<file path="src/rtl/fft_tf_sequencer.sv">
// Twiddle-factor address sequencer for one FFT pass: emits quarter-wave ROM address and quadrant flags per point.
// Define TF_SEQ_BITREV_EN to walk the points in bit-reversed order (count still reports the natural index).
module fft_tf_sequencer #(
  parameter int log2_transform_length = 15,
  parameter int transform_length      = 32768
) (
  input  logic                             clk_fft,
  input  logic                             reset,
  input  logic                             start,
  input  logic [3:0]                       stage,
  input  logic                             advance,
  output logic                             busy,
  output logic                             done,
  output logic                             tf_valid,
  output logic [log2_transform_length-1:0] count,
  output logic [log2_transform_length-3:0] rom_add,
  output logic                             quadrant_2_3,
  output logic                             quadrant_3_4,
  output logic                             tf_sp
);

  localparam int L = log2_transform_length;
  localparam logic [L-1:0] last_j = L'(transform_length - 1);

  typedef enum logic [1:0] {
    IDLE = 2'd0,
    RUN  = 2'd1,
    FIN  = 2'd2
  } state_t;

  state_t       state_q, state_d;
  logic [L-1:0] j_q, j_d;
  logic [3:0]   s_q, s_d;
  logic         busy_q, busy_d;
  logic         done_q, done_d;
  logic         tf_valid_q, tf_valid_d;
  logic [L-1:0] count_q, count_d;
  logic [L-3:0] rom_add_q, rom_add_d;
  logic         quadrant_2_3_q, quadrant_2_3_d;
  logic         quadrant_3_4_q, quadrant_3_4_d;
  logic         tf_sp_q, tf_sp_d;

  logic [L-1:0] j_perm;
  logic [L-1:0] exponent;
  logic         adv_ok;

  always_comb begin
`ifdef TF_SEQ_BITREV_EN
    j_perm = '0;
    for (int i = 0; i < L; i++) begin
      j_perm[i] = j_q[L-1-i];
    end
`else
    j_perm = j_q;
`endif
    // Shifting by the stage and truncating to L bits is the "modulo N" of the exponent.
    exponent = j_perm << s_q;
  end

  always_comb begin
    state_d        = state_q;
    j_d            = j_q;
    s_d            = s_q;
    tf_valid_d     = 1'b0;
    count_d        = count_q;
    rom_add_d      = rom_add_q;
    quadrant_2_3_d = quadrant_2_3_q;
    quadrant_3_4_d = quadrant_3_4_q;
    tf_sp_d        = tf_sp_q;
    adv_ok         = (state_q == RUN) && advance;

    case (state_q)
      IDLE: begin
        if (start) begin
          state_d = RUN;
          j_d     = '0;
          s_d     = ({28'd0, stage} > 32'(L - 1)) ? 4'(L - 1) : stage;
        end
      end
      RUN: begin
        if (advance) begin
          if (j_q == last_j) begin
            state_d = FIN;
          end else begin
            j_d = j_q + L'(1);
          end
        end
      end
      FIN:     state_d = IDLE;
      default: state_d = IDLE;
    endcase

    if (adv_ok) begin
      tf_valid_d     = 1'b1;
      count_d        = j_q;
      rom_add_d      = exponent[L-3:0];
      quadrant_2_3_d = exponent[L-1] ^ exponent[L-2];
      quadrant_3_4_d = exponent[L-1];
      tf_sp_d        = (exponent[L-3:0] == '0);
    end

    busy_d = (state_d != IDLE);
    done_d = (state_d == FIN);
  end

  always_ff @(posedge clk_fft) begin
    if (reset) begin
      state_q        <= IDLE;
      j_q            <= '0;
      s_q            <= '0;
      busy_q         <= 1'b0;
      done_q         <= 1'b0;
      tf_valid_q     <= 1'b0;
      count_q        <= '0;
      rom_add_q      <= '0;
      quadrant_2_3_q <= 1'b0;
      quadrant_3_4_q <= 1'b0;
      tf_sp_q        <= 1'b0;
    end else begin
      state_q        <= state_d;
      j_q            <= j_d;
      s_q            <= s_d;
      busy_q         <= busy_d;
      done_q         <= done_d;
      tf_valid_q     <= tf_valid_d;
      count_q        <= count_d;
      rom_add_q      <= rom_add_d;
      quadrant_2_3_q <= quadrant_2_3_d;
      quadrant_3_4_q <= quadrant_3_4_d;
      tf_sp_q        <= tf_sp_d;
    end
  end

  assign busy         = busy_q;
  assign done         = done_q;
  assign tf_valid     = tf_valid_q;
  assign count        = count_q;
  assign rom_add      = rom_add_q;
  assign quadrant_2_3 = quadrant_2_3_q;
  assign quadrant_3_4 = quadrant_3_4_q;
  assign tf_sp        = tf_sp_q;

endmodule

</file>
<file path="config.mk">
export PLATFORM = sky130hd
export DESIGN_NAME = fft_tf_sequencer
export DESIGN_NICKNAME = d
export VERILOG_FILES = /design/src/rtl/fft_tf_sequencer.sv
export SDC_FILE = /design/constraint.sdc
export NUM_CORES = 1
export LEC_CHECK = 0
export CAP_MARGIN = 15
export CORE_MARGIN = 8
export CORE_UTILIZATION = 50
export DETAILED_ROUTE_END_ITERATION = 10
export GPL_TIMING_DRIVEN = 0
export PLACE_DENSITY = 0.71
export SETUP_SLACK_MARGIN = 0.15
export SYNTH_ARGS = -nofsm -noshare
export SYNTH_HDL_FRONTEND = slang
export SYNTH_SLANG_ARGS = --single-unit
</file>
<file path="constraint.sdc">
create_clock -name clk_fft -period 5.5 [get_ports clk_fft]
set_input_delay 0.825 -clock clk_fft [delete_from_list [all_inputs] [get_ports clk_fft]]
set_output_delay 0.825 -clock clk_fft [all_outputs]
set_load 0.005 [all_outputs]
</file>
# After elaboration in Yosys (flattened, before gate mapping)
# Cells that the tools add are included.
[word_totals]
elab_cells = 38
ff_bits = 55
[classes]
shift = 1
n_bitwise = 1
mux = 10
n_reduce_logical = 7
n_addsub = 1
eq_ne = 6
order_cmp = 1
[ops]
columns = ["cell", "count"]
rows = [
  ["$mux W15", 3],
  ["$pmux W15 S2", 1],
  ["$add A15 B1 Y15 const B", 1],
  ["$eq A15 B15 Y1 const B", 1],
  ["$shl A15 B4 Y15", 1],
  ["$logic_not A13 Y1", 1],
  ["$mux W2", 3],
  ["$ne A2 B2 Y1 const B", 3],
  ["$gt A4 B4 Y1 const B", 1],
  ["$mux W4", 1],
  ["$pmux W2 S2", 1],
  ["$reduce_and A4 Y1", 1],
  ["$reduce_bool A2 Y1", 2],
  ["$eq A2 B1 Y1 const B", 1],
  ["$eq A2 B2 Y1 const B", 1],
  ["$logic_not A2 Y1", 1],
  ["$reduce_and A2 Y1", 1],
  ["$logic_and A1 B1 Y1", 1],
  ["$mux W1", 1],
  ["$xor A1 B1 Y1", 1],
]

# Depth between registers and ports, before layout
[depth]
depth_word = 5
ltp_mapped = 9

# Worst setup path before layout
# No wires, ideal clock.
[synth_path]
path_type = "input-to-reg"
from = "input port start"
to = "register j_q[4], in the netlist j_perm[4]"
setup_ns = 0.059
path_stages = 5
setup_slack_ns = 3.381
required_time_ns = 5.441
path_buffers = 1
arrival_ns = 2.060
cell_sequence = "nor3b_2 > a21oi_4 > buf_6 > or4_1 > nand2_1"
[synth_between]
elab_chain_cells = 2
[synth_lines]
columns = ["element", "line_no", "rtl"]
rows = [
  ["from (decl)", "9", "input logic start,"],
  ["$ne A2 B2 Y1 (no source line)", "--", ""],
  ["$reduce_and A4 Y1 (no source line)", "--", ""],
  ["to (signal assigned)", "121", "j_q <= j_d;"],
  ["to (decl)", "32", "logic [L-1:0] j_q, j_d;"],
]
# Every way passes these cells.
# A chain may end at the register's enable or synchronous reset.

# Worst setup path in the final report
[layout_path]
from = "input port start"
to = "register j_q[8], in the netlist j_perm[8]"
# Same word-level chain as after synthesis.

==> impl_metrics.csv <==
group,metric,value,unit
synth,asyncSetResetFlopFracSynth,0,
synth,yosys.area.top_type,"sky130_fd_sc_hd__dfxtp_1",
clock_tree,clockRootBuffer,"sky130_fd_sc_hd__clkbuf_8",
floorplan,design.core.area,0.00582,mm2
synth,synth_mux_area_frac,0.160,
place,gp_congestion,0.862,
clock_tree,cts_hold_buffers,0,
hold_path,hold_class,"flop to flop",
layout,stdcell_area,0.00355,mm2
power_and_ir_drop,report.power.total,0.727,mW
synth,synth_largest_type_area_fraction,0.371,
sta,setup_violations,0,
clock_tree,post_cts_resize_count,0,
sta,fmax,380,MHz
sta,rsz0062_at_grt,"no",
clock_tree,worstSkewPairLatency,0.32,ns
power_and_ir_drop,internal-power,0.531,mW
power_and_ir_drop,power.density,204,mW/mm2
global_routing,grt_max_degree,19,
synth,area_fraction_in_compound_gates_after_synthesis,0.172,
run,maxCapViolations,0,
synth,synth_xor_area_frac,0.00295,
clock_tree,clkSlewWorstSetupHoldPaths,0.10,ns
synth,syn_area_per_cell,8.92,um2
sta,crit_share_post_route,0.479,
synth,adder_and_majority_cell_fraction_of_the_synthesized_area,0.00421,
power_and_ir_drop,seq_power_share,0.562,
power_and_ir_drop,net_switching_power,0.196,mW
run_status,status,"completed",
place,port_buffers,40,
synth,synth_seq_cells,55,
critical_path,kind_of_launch_point_of_the_worst_setup_path,"primary input",
clock_tree,num_cts_buffers,5,
power_and_ir_drop,switching_power_as_a_share_of_total_power,0.269,
clock_tree,tritoncts,"done",
synth,synth_top_cells_by_area,"sky130_fd_sc_hd__dfxtp_1, sky130_fd_sc_hd__mux4_2, sky130_fd_sc_hd__nand2_1, sky130_fd_sc_hd__a21oi_1, sky130_fd_sc_hd__mux2i_1",
global_routing,first_pass_grt_wire_length,12700,um
floorplan,floorplan.rows,28,
critical_path,cp_arrival,2.81,ns
route,detailedRoute.firstPassIterationCount,4,
power_and_ir_drop,irDropWorstVdd,0.000161,V
floorplan,initial_core_util,0.511,
synth,synth.yosys.warnings,0,
route,average_wire_length_per_cell_after_detail_routing,16.8,um
global_routing,vias_in_the_first_global_route,2587,
power_and_ir_drop,power_frac_clock,0.319,
sta,slew_viol_final,0,
sta,clock_skew,0.0101,ns
global_routing,grt.overflow.total,0,
route,drc,0,
synth,syn_nets,342,
global_routing,grt_antenna_before_repair,0,
place,post-place-ws,2.49,ns
clock_tree,cts_max_path_buffers,2,
sta,max-slew-margin-rel,0.444,
floorplan,ioPinCount,42,
synth,combinational_family_with_the_most_area_after_synthesis,"simple AND/OR/NAND/NOR gates",
synth,syn-cell-area,0.00297,mm2
floorplan,die_h,93.1,um
synth,ys.flop_type,"sky130_fd_sc_hd__dfxtp_1",
route,drt_iter0_markers,179,
place,final_hpwl_from_detailed_placement,5740,um
critical_path,worstPathRequired,5.68,ns
layout,final_layout_size_suffix_gt1_frac,0.142,
synth,yosysSeqAreaShare,0.371,
synth,synthCells,333,
critical_path,timing_worst_setup_path_type,"primary input to flop",
sta,postLayoutSetupSlackWorst,2.87,ns
floorplan,dieArea,0.00866,mm2
route,vias_per_cell,5.81,
layout,antenna_cells,0,
layout,layout.nets,389,
sta,max_slew.worst_pin.slew,0.831,ns
floorplan,die-width,93.1,um
route,postRouteWirelength,7650,um
sta,final_period_minus_worst_setup_slack,2.63,ns
power_and_ir_drop,power_frac_comb,0.119,
synth,simple_gate_fraction_of_synth_area,0.227,
synth,synth-edff-count,0,
global_routing,grt_util_all_layers,0.180,
clock_tree,h_tree_depth_reported_by_cts,2,
route,detailroute.via_count,2651,
place,placedInstanceArea,0.00346,mm2
power_and_ir_drop,p_leak,1.20,nW
sta,finalHoldViolCount,0,
clock_tree,number_of_clock_sinks,55,
critical_path,cp-end-kind,"flop",
synth,yosys.cell_types.count,58,
critical_path,critical_path.max_fanout,10,
clock_tree,cts_setup_buffers,0,
synth,library_cell_with_the_highest_instance_count_after_synthesis,"sky130_fd_sc_hd__dfxtp_1",
layout,flow.area_growth_from_synthesis,19.7,%
route,route.antenna.remaining_nets,0,
sta,totalNegativeSetupSlack,0,ns
synth,synth_commonest_cells,"sky130_fd_sc_hd__dfxtp_1, sky130_fd_sc_hd__nand2_1, sky130_fd_sc_hd__a21oi_1",
==> power groups by stage <==
stage / logic (mW) / registers, mW / clock network (mW)
after floorplan: 0.0579 / 0.417 / 0
after global placement: 0.0854 / 0.417 / 0
after CTS: 0.0863 / 0.408 / 0.239
after global routing: 0.0938 / 0.409 / 0.251
final: 0.0863 / 0.408 / 0.232
after detailed placement: 0.0861 / 0.418 / 0
==> logic make-up (layout without fill, tap and decap cells) <==
group | count (synthesis) | count (layout)
mux | 31 | 31
fa+ha+maj | 1 | 1
flops | 55 | 55
compound gates | 74 | 74
buf+inv | 36 | 84
simple gates | 135 | 135
xor+xnor | 1 | 1
==> cell usage in the layout (no fill, tap or decap), types with 4 or more instances in the layout <==
cell	Yosys	layout
sky130_fd_sc_hd__clkbuf_1	17	17
sky130_fd_sc_hd__a22oi_1	6	6
sky130_fd_sc_hd__mux4_2	10	10
sky130_fd_sc_hd__nand3_1	11	11
sky130_fd_sc_hd__nor3_1	5	5
sky130_fd_sc_hd__nand2_1	50	50
sky130_fd_sc_hd__o31ai_1	6	6
sky130_fd_sc_hd__a21oi_1	28	28
sky130_fd_sc_hd__o21ai_2	4	4
sky130_fd_sc_hd__clkdlybuf4s50_1	0	40
sky130_fd_sc_hd__mux2i_1	13	13
sky130_fd_sc_hd__or3_1	4	4
sky130_fd_sc_hd__or4_1	8	8
sky130_fd_sc_hd__dfxtp_1	55	55
sky130_fd_sc_hd__nor2b_1	5	5
sky130_fd_sc_hd__nor3b_1	4	4
sky130_fd_sc_hd__clkbuf_8	0	5
sky130_fd_sc_hd__mux2_2	5	5
sky130_fd_sc_hd__a21oi_2	5	5
sky130_fd_sc_hd__nor2_1	26	26
sky130_fd_sc_hd__buf_2	8	8
==> flip-flops by register name, summed over array words and instances (netlist names) <==
signal / flops
tf_sp: 1
s_q: 4
j_perm: 15
tf_valid: 1
done: 1
rom_add: 13
busy: 1
quadrant_2_3: 1
quadrant_3_4: 1
state_q: 2
count: 15
==> metal layers <==
layer  vias to the layer above  wire, um  track usage
met5                         -         0            0
met4                         0       110       0.0483
met3                        14       435       0.0425
met2                        63      3770        0.317
met1                      1284      3340        0.213
li1                       1290         -            -
==> layout make-up <==
type | instances | area (um2)
fill | 548 | 2260
multi-input combinational | 242 | 1680
sequential | 55 | 1100
timing repair buffer | 40 | 400
buffer | 34 | 180
tap | 75 | 93.8
clock buffer | 5 | 68.8
clock inverter | 3 | 22.5
inverter | 2 | 7.51
==> critical path, stage by stage <==
cell and delay, ns:
sky130_fd_sc_hd__clkdlybuf4s50_1 0.48, sky130_fd_sc_hd__nor3b_2 0.69, sky130_fd_sc_hd__or2_2 0.27, sky130_fd_sc_hd__clkbuf_1 0.46, sky130_fd_sc_hd__a21oi_1 0.08
==> per-stage QoR <==
step                      std cells  utilization  hold WS, ns
after global routing            456        0.611        0.481
final                           456        0.611        0.455
after CTS                       456        0.611        0.459
after floorplan                 333            -        0.448
after detailed placement        448        0.596        0.446
after global placement          448        0.596        0.440
==> final timing paths <==
path,start,end,slack [ns],cells past startpoint
max reg2reg,s_q[1],tf_sp,3.20,8
min reg2reg,rom_add[0],rom_add[0],0.45,2
min,rom_add[0],rom_add[0],0.45,2
max,start,j_perm[8],2.87,5
No activity file was read; power rests on OpenSTA's default activity.
